--- config.mk ---
export PLATFORM = sky130hd
export DESIGN_NAME = fetch_flow_ctrl_flat
export DESIGN_NICKNAME = d
export VERILOG_FILES = /design/src/rtl/fetch_flow_ctrl_if.sv /design/src/rtl/fetch_flow_ctrl.sv /design/src/flat_wrapper.sv
export SDC_FILE = /design/constraint.sdc
export NUM_CORES = 1
export LEC_CHECK = 0
export CORE_AREA = 2 2 79 81
export CTS_BUF_LIST = sky130_fd_sc_hd__clkbuf_16
export CTS_CLUSTER_SIZE = 16
export DETAILED_ROUTE_END_ITERATION = 12
export DIE_AREA = 0 0 81 83
export GPL_TIMING_DRIVEN = 0
export PLACE_DENSITY_LB_ADDON = 0.25
export SYNTH_ARGS = -nofsm -noshare
export SYNTH_HDL_FRONTEND = slang
export SYNTH_SLANG_ARGS = --single-unit
--- constraint.sdc ---
create_clock -name clk -period 5 [get_ports clk]
set_input_delay 1 -clock clk [delete_from_list [all_inputs] [get_ports clk]]
set_output_delay 1 -clock clk [all_outputs]
set_load 0.005 [all_outputs]
--- src/rtl/fetch_flow_ctrl_if.sv ---
// Handshake bundle between the fetch flow controller and its neighbours.
// master drives requests/redirects, slave is the controller.
interface fetch_flow_ctrl_if #(
    parameter int NUM_REDIR = 2,
    parameter int NUM_STALL = 2,
    parameter int PC_W      = 31,
    parameter int SRC_W     = (NUM_REDIR > 1) ? $clog2(NUM_REDIR) : 1
);
    logic                      IN_en;
    logic [NUM_STALL-1:0]      IN_stall;
    logic                      IN_interruptPending;
    logic [PC_W-1:0]           IN_bpPC;
    logic [NUM_REDIR-1:0]      IN_redirValid;
    logic [NUM_REDIR*PC_W-1:0] IN_redirPC;
    logic [NUM_REDIR-1:0]      IN_redirWfi;
    logic                      OUT_redirValid;
    logic [PC_W-1:0]           OUT_redirPC;
    logic [SRC_W-1:0]          OUT_redirSrc;
    logic                      OUT_fetchValid;
    logic [PC_W:0]             OUT_fetchPC;
    logic [1:0]                OUT_fetchFault;
    logic [1:0]                OUT_state;
    logic [31:0]               OUT_stallCycles;

    modport master (
        output IN_en, IN_stall, IN_interruptPending, IN_bpPC,
        output IN_redirValid, IN_redirPC, IN_redirWfi,
        input  OUT_redirValid, OUT_redirPC, OUT_redirSrc,
        input  OUT_fetchValid, OUT_fetchPC, OUT_fetchFault,
        input  OUT_state, OUT_stallCycles
    );

    modport slave (
        input  IN_en, IN_stall, IN_interruptPending, IN_bpPC,
        input  IN_redirValid, IN_redirPC, IN_redirWfi,
        output OUT_redirValid, OUT_redirPC, OUT_redirSrc,
        output OUT_fetchValid, OUT_fetchPC, OUT_fetchFault,
        output OUT_state, OUT_stallCycles
    );
endinterface

--- src/rtl/fetch_flow_ctrl.sv ---
// Fetch enable / redirect arbiter with WFI sleep and interrupt injection.
// Optional FETCH_STALL_CNT_EN adds a saturating stall-cycle counter.
module fetch_flow_ctrl #(
    parameter int NUM_REDIR = 2,
    parameter int NUM_STALL = 2,
    parameter int PC_W      = 31,
    parameter int WFI_DELAY = 1024
) (
    input  logic               clk,
    input  logic               rst,
    fetch_flow_ctrl_if.slave   bus
);
    localparam int SRC_W = (NUM_REDIR > 1) ? $clog2(NUM_REDIR) : 1;
    localparam int CNT_W = $clog2(WFI_DELAY);
    localparam logic [CNT_W-1:0] CNT_LOAD = CNT_W'(WFI_DELAY - 1);

    typedef enum logic [1:0] {
        S_RUN  = 2'd0,
        S_WFI  = 2'd1,
        S_INTR = 2'd2
    } state_t;

    state_t           r_state;
    state_t           w_state_nxt;
    logic [CNT_W-1:0] r_wfi_cnt;
    logic [CNT_W-1:0] w_wfi_cnt_nxt;

    logic             w_redir;
    logic [PC_W-1:0]  w_redir_pc;
    logic [SRC_W-1:0] w_redir_src;
    logic             w_redir_wfi;
    logic             w_base_en;
    logic             w_fetch;

    // Descending scan so the lowest set index is the last writer.
    always_comb begin
        w_redir     = 1'b0;
        w_redir_pc  = '0;
        w_redir_src = '0;
        w_redir_wfi = 1'b0;
        for (int i = NUM_REDIR - 1; i >= 0; i--) begin
            if (bus.IN_redirValid[i]) begin
                w_redir     = 1'b1;
                w_redir_pc  = bus.IN_redirPC[i*PC_W +: PC_W];
                w_redir_src = SRC_W'(i);
                w_redir_wfi = (i != 0) && bus.IN_redirWfi[i];
            end
        end
    end

    assign w_base_en = bus.IN_en && (r_state == S_RUN) && !(|bus.IN_stall);
    assign w_fetch   = !rst && w_base_en && !w_redir;

    assign bus.OUT_redirValid = !rst && w_redir;
    assign bus.OUT_redirPC    = rst ? '0 : w_redir_pc;
    assign bus.OUT_redirSrc   = rst ? '0 : w_redir_src;
    assign bus.OUT_fetchValid = w_fetch;
    assign bus.OUT_fetchPC    = {bus.IN_bpPC, 1'b0};
    assign bus.OUT_fetchFault = (w_fetch && bus.IN_interruptPending) ? 2'd1 : 2'd0;
    assign bus.OUT_state      = r_state;

    always_ff @(posedge clk) begin
        if (rst) begin
            r_state   <= S_RUN;
            r_wfi_cnt <= '0;
        end else begin
            r_state   <= w_state_nxt;
            r_wfi_cnt <= w_wfi_cnt_nxt;
        end
    end

    // Redirect outranks WFI exit and interrupt; IN_en=0 holds everything.
    always_comb begin
        w_state_nxt   = r_state;
        w_wfi_cnt_nxt = r_wfi_cnt;
        if (bus.IN_en) begin
            if (w_redir) begin
                if (w_redir_wfi) begin
                    w_state_nxt   = S_WFI;
                    w_wfi_cnt_nxt = CNT_LOAD;
                end else begin
                    w_state_nxt   = S_RUN;
                end
            end else begin
                unique case (r_state)
                    S_RUN: begin
                        if (w_fetch && bus.IN_interruptPending)
                            w_state_nxt = S_INTR;
                    end
                    S_WFI: begin
                        w_wfi_cnt_nxt = r_wfi_cnt - 1'b1;
                        if (bus.IN_interruptPending || r_wfi_cnt == '0)
                            w_state_nxt = S_RUN;
                    end
                    S_INTR: w_state_nxt = S_INTR;
                    default: w_state_nxt = S_RUN;
                endcase
            end
        end
    end

`ifdef FETCH_STALL_CNT_EN
    logic [31:0] r_stall_cnt;

    always_ff @(posedge clk) begin
        if (rst)
            r_stall_cnt <= '0;
        else if (bus.IN_en && r_state == S_RUN && (|bus.IN_stall)
                 && r_stall_cnt != '1)
            r_stall_cnt <= r_stall_cnt + 32'd1;
    end

    assign bus.OUT_stallCycles = r_stall_cnt;
`else
    assign bus.OUT_stallCycles = '0;
`endif
endmodule

--- src/flat_wrapper.sv ---
// flat-port wrapper written by rule: the top's interface ports become plain ports
module fetch_flow_ctrl_flat 
#(
    parameter int NUM_REDIR = 2,
    parameter int NUM_STALL = 2,
    parameter int PC_W      = 31,
    parameter int WFI_DELAY = 1024
)
  (clk, rst, bus_IN_en, bus_IN_stall, bus_IN_interruptPending, bus_IN_bpPC, bus_IN_redirValid, bus_IN_redirPC, bus_IN_redirWfi, bus_OUT_redirValid, bus_OUT_redirPC, bus_OUT_redirSrc, bus_OUT_fetchValid, bus_OUT_fetchPC, bus_OUT_fetchFault, bus_OUT_state, bus_OUT_stallCycles);
  fetch_flow_ctrl_if #(.NUM_REDIR(NUM_REDIR), .NUM_STALL(NUM_STALL), .PC_W(PC_W)) bus_i ();
  input  logic clk;
  input  logic rst;
  input wire logic [$bits(bus_i.IN_en)-1:0] bus_IN_en;
  input wire logic [$bits(bus_i.IN_stall)-1:0] bus_IN_stall;
  input wire logic [$bits(bus_i.IN_interruptPending)-1:0] bus_IN_interruptPending;
  input wire logic [$bits(bus_i.IN_bpPC)-1:0] bus_IN_bpPC;
  input wire logic [$bits(bus_i.IN_redirValid)-1:0] bus_IN_redirValid;
  input wire logic [$bits(bus_i.IN_redirPC)-1:0] bus_IN_redirPC;
  input wire logic [$bits(bus_i.IN_redirWfi)-1:0] bus_IN_redirWfi;
  output wire logic [$bits(bus_i.OUT_redirValid)-1:0] bus_OUT_redirValid;
  output wire logic [$bits(bus_i.OUT_redirPC)-1:0] bus_OUT_redirPC;
  output wire logic [$bits(bus_i.OUT_redirSrc)-1:0] bus_OUT_redirSrc;
  output wire logic [$bits(bus_i.OUT_fetchValid)-1:0] bus_OUT_fetchValid;
  output wire logic [$bits(bus_i.OUT_fetchPC)-1:0] bus_OUT_fetchPC;
  output wire logic [$bits(bus_i.OUT_fetchFault)-1:0] bus_OUT_fetchFault;
  output wire logic [$bits(bus_i.OUT_state)-1:0] bus_OUT_state;
  output wire logic [$bits(bus_i.OUT_stallCycles)-1:0] bus_OUT_stallCycles;
  assign bus_i.IN_en = bus_IN_en;
  assign bus_i.IN_stall = bus_IN_stall;
  assign bus_i.IN_interruptPending = bus_IN_interruptPending;
  assign bus_i.IN_bpPC = bus_IN_bpPC;
  assign bus_i.IN_redirValid = bus_IN_redirValid;
  assign bus_i.IN_redirPC = bus_IN_redirPC;
  assign bus_i.IN_redirWfi = bus_IN_redirWfi;
  assign bus_OUT_redirValid = bus_i.OUT_redirValid;
  assign bus_OUT_redirPC = bus_i.OUT_redirPC;
  assign bus_OUT_redirSrc = bus_i.OUT_redirSrc;
  assign bus_OUT_fetchValid = bus_i.OUT_fetchValid;
  assign bus_OUT_fetchPC = bus_i.OUT_fetchPC;
  assign bus_OUT_fetchFault = bus_i.OUT_fetchFault;
  assign bus_OUT_state = bus_i.OUT_state;
  assign bus_OUT_stallCycles = bus_i.OUT_stallCycles;
  fetch_flow_ctrl #(.NUM_REDIR(NUM_REDIR), .NUM_STALL(NUM_STALL), .PC_W(PC_W), .WFI_DELAY(WFI_DELAY)) u_core (.clk(clk), .rst(rst), .bus(bus_i));
endmodule
==> flow_summary.yaml <==
status:
  status: "completed"
route:
  route.detailed.drc: 0
  drt-pass1-iter-count: 4
  postRouteAntennaNets: 0
  drt-total-wl_mm: 5.55
  vias_per_cell: 4.19
  drtIter0Drc: 67
  wl_per_cell_um: 12.9
  via_count: 1799
clocking:
  cts_tree: "done"
  h-tree-depth: 1
  cts_root_buffer: "clkbuf_16"
  clock-sinks: 12
  clk_pin_slew_worst_paths_ns: 0.04
  cts_buffers: 3
  cts_setup_buffers: 0
  cts_buffer_depth: 2
  cts_hold_buffers: 0
  clk_latency_ns: 0.24
  cts_resized: 0
critical_path:
  path_cells: "clkdlybuf4s50_1, nor3b_2, clkbuf_1, a22o_1, clkdlybuf4s50_1"
  critPathLaunchType: "primary input"
  path_max_fanout: 10
  worstPathRequired_ns: 4.00
  critPathKind: "in -> out"
  cpPeakStageDelay_ns: 0.63
  critPathBufInv: 3
  slowest_stage: "clkdlybuf4s50_1"
  worst_setup_path_end_kind: "primary output"
  critical_path.top_delay_family: "buffers and inverters"
  cp.arrival_ns: 3.16
  crit_path_frequent_cell: "clkdlybuf4s50_1"
yosys:
  avgSynthCellArea_um2: 8.09
  synthDistinctLibCells: 35
  synth_top_area_share_pct: 33.3
  synth_most_common_cell: "buf_4"
  synth_seq_cells: 12
  ys_warn_count: 0
  ys.flop_type: "dfxtp_1"
  synth.largest_area_cell: "buf_4"
  synthArstFlopShare_pct: 0
  synth-edff-count: 0
  synthTopCellsByCount: "65 x buf_4, 31 x a22o_1, 12 x dfxtp_1, 9 x clkbuf_1, 7 x a21oi_1"
  synth.area.top_cells: "buf_4 33%, a22o_1 19%, dfxtp_1 16%"
  synthCells: 181
  synth_area_um2: 1470
  ys_seq_area_share_pct: 16.4
floorplanning:
  die_height_um: 83
  io_pins: 205
  design.core.area_um2: 5820
  num_rows: 28
  start_util_pct: 25.2
  die_area_um2: 6720
  die_w_um: 81
grt:
  antenna_found_initial: 0
  grt_first_pass_wirelength_mm: 8.40
  grt_max_degree: 11
  grtUsageTotal_pct: 15.7
  gr-total-overflow: 0
  grt_pass1_vias: 1770
final_layout:
  fin_area_um2: 3120
  antenna_cells: 0
  area_growth_pct: 113
  drive_above_1_share_pct: 20.6
  final_cells: 429
  nets: 460
pwr:
  p_leak_nw: 1.34
  power.density_nw_per_um2: 150
  ir_worst_vdd_mv: 0.0778
sta:
  rsz0062_at_grt: "no"
  timing.fmax_mhz: 240
  max_slew_margin_pct: 55.2
  timing.final.crit_share_pct: 83.2
  finalClockSkew_ns: 0.000680
  post-route-min-period_ns: 4.16
  finalHoldViolCount: 0
  tns_ns: 0
  final_max_slew_viol_count: 0
  tightest_slew_ns: 0.666
  finalWorstSetupSlack_ns: 0.842
  setup_viol: 0
hold_path:
  hold_path_class: "reg -> reg"
placement:
  dpl-instance-area_um2: 3040
  portBuffers: 136
  placed_cells: 425
  hpwlAfterDp_mm: 4.89
  place_ws_ns: 0.833
  gp_congestion: 0.758
flow_run:
  max_cap_viol_count: 0
-- logic make-up (layout without fill, tap and decap cells) --
group | after synthesis | after routing | synth area share [%]
other cells | 1 | 34 | 0.256
xor+xnor | 3 | 3 | 1.79
mux | 1 | 1 | 0.683
fa+ha+maj | 2 | 2 | 1.71
compound gates | 54 | 54 | 29.3
flops | 12 | 12 | 16.4
simple gates | 31 | 31 | 13.5
buf+inv | 77 | 217 | 36.4
-- metrics by stage --
step           total power, mW  hold WS (ns)  utilization (%)
2_1_floorplan            0.197         0.440                -
3_3_place_gp             0.319         0.459             52.3
3_5_place_dp             0.321         0.475             52.3
4_1_cts                  0.472         0.481             53.7
5_1_grt                  0.491         0.510             53.7
6_report                 0.469         0.485             53.7
-- routing by layer --
layer  up-vias  track usage [%]  share of wire [%]
met3         9             3.91                9.0
li1        908                -                  -
met2        95             31.3                 56
met1       787             14.6                 32
met5         -                0                  0
met4         0             6.01                2.3
-- layout by cell type (no fill, tap or decap), types with 2 or more instances in the layout --
master,count
clkdlybuf4s50_1,136
buf_4,65
conb_1,34
a22o_1,31
dfxtp_1,12
clkbuf_1,9
a21oi_1,7
nor2_1,6
a311oi_1,4
inv_1,3
nand2_1,3
or3_1,3
nand2b_1,3
or4_1,3
a31oi_1,3
clkbuf_16,3
or3_2,2
nor4_1,2
a2111oi_0,2
xnor2_1,2
a211oi_1,2
o21ai_0,2
ha_1,2
-- worst paths after layout --
path / startpoint / end / slack, ns / depth (start not counted)
setup / recovery: bus_IN_redirValid[1] / bus_OUT_redirPC[9] / 0.84 / 5
hold / removal: u_core.r_wfi_cnt[4] / u_core.r_wfi_cnt[4] / 0.49 / 1
setup reg to reg: u_core.bus.OUT_state[0] / u_core.r_wfi_cnt[7] / 3.06 / 4
hold reg to reg: u_core.r_wfi_cnt[4] / u_core.r_wfi_cnt[4] / 0.49 / 1
-- worst reg2reg max path: stages (launching register included) --
cell	delay, ns
dfxtp_1	0.36
or3b_4	0.43
a2111o_1	0.50
or4_1	0.42
a31oi_1	0.16
-- area by class of cell --
class	count	area, um2
Fill cell	578	2690
Timing Repair Buffer	136	1360
Multi-Input combinational cell	125	816
Buffer	74	522
Sequential cell	12	240
Tap cell	75	93.8
Clock buffer	3	75.1
Inverter	3	11.3
Clock inverter	1	3.75
-- sequential cells by signal, indices dropped and copies added (netlist names) --
register,flops
u_core.bus.OUT_state,2
u_core.r_wfi_cnt,10
-- where the power goes --
group          internal, mW  switching [mW]  leakage, nW  total [mW]
Combinational         0.150          0.0648         1.21       0.214
Clock                 0.105          0.0440       0.0385       0.149
Sequential            0.101         0.00441       0.0977       0.105
Total                 0.356           0.113         1.34       0.469
No activity file was read; power rests on OpenSTA's default activity.
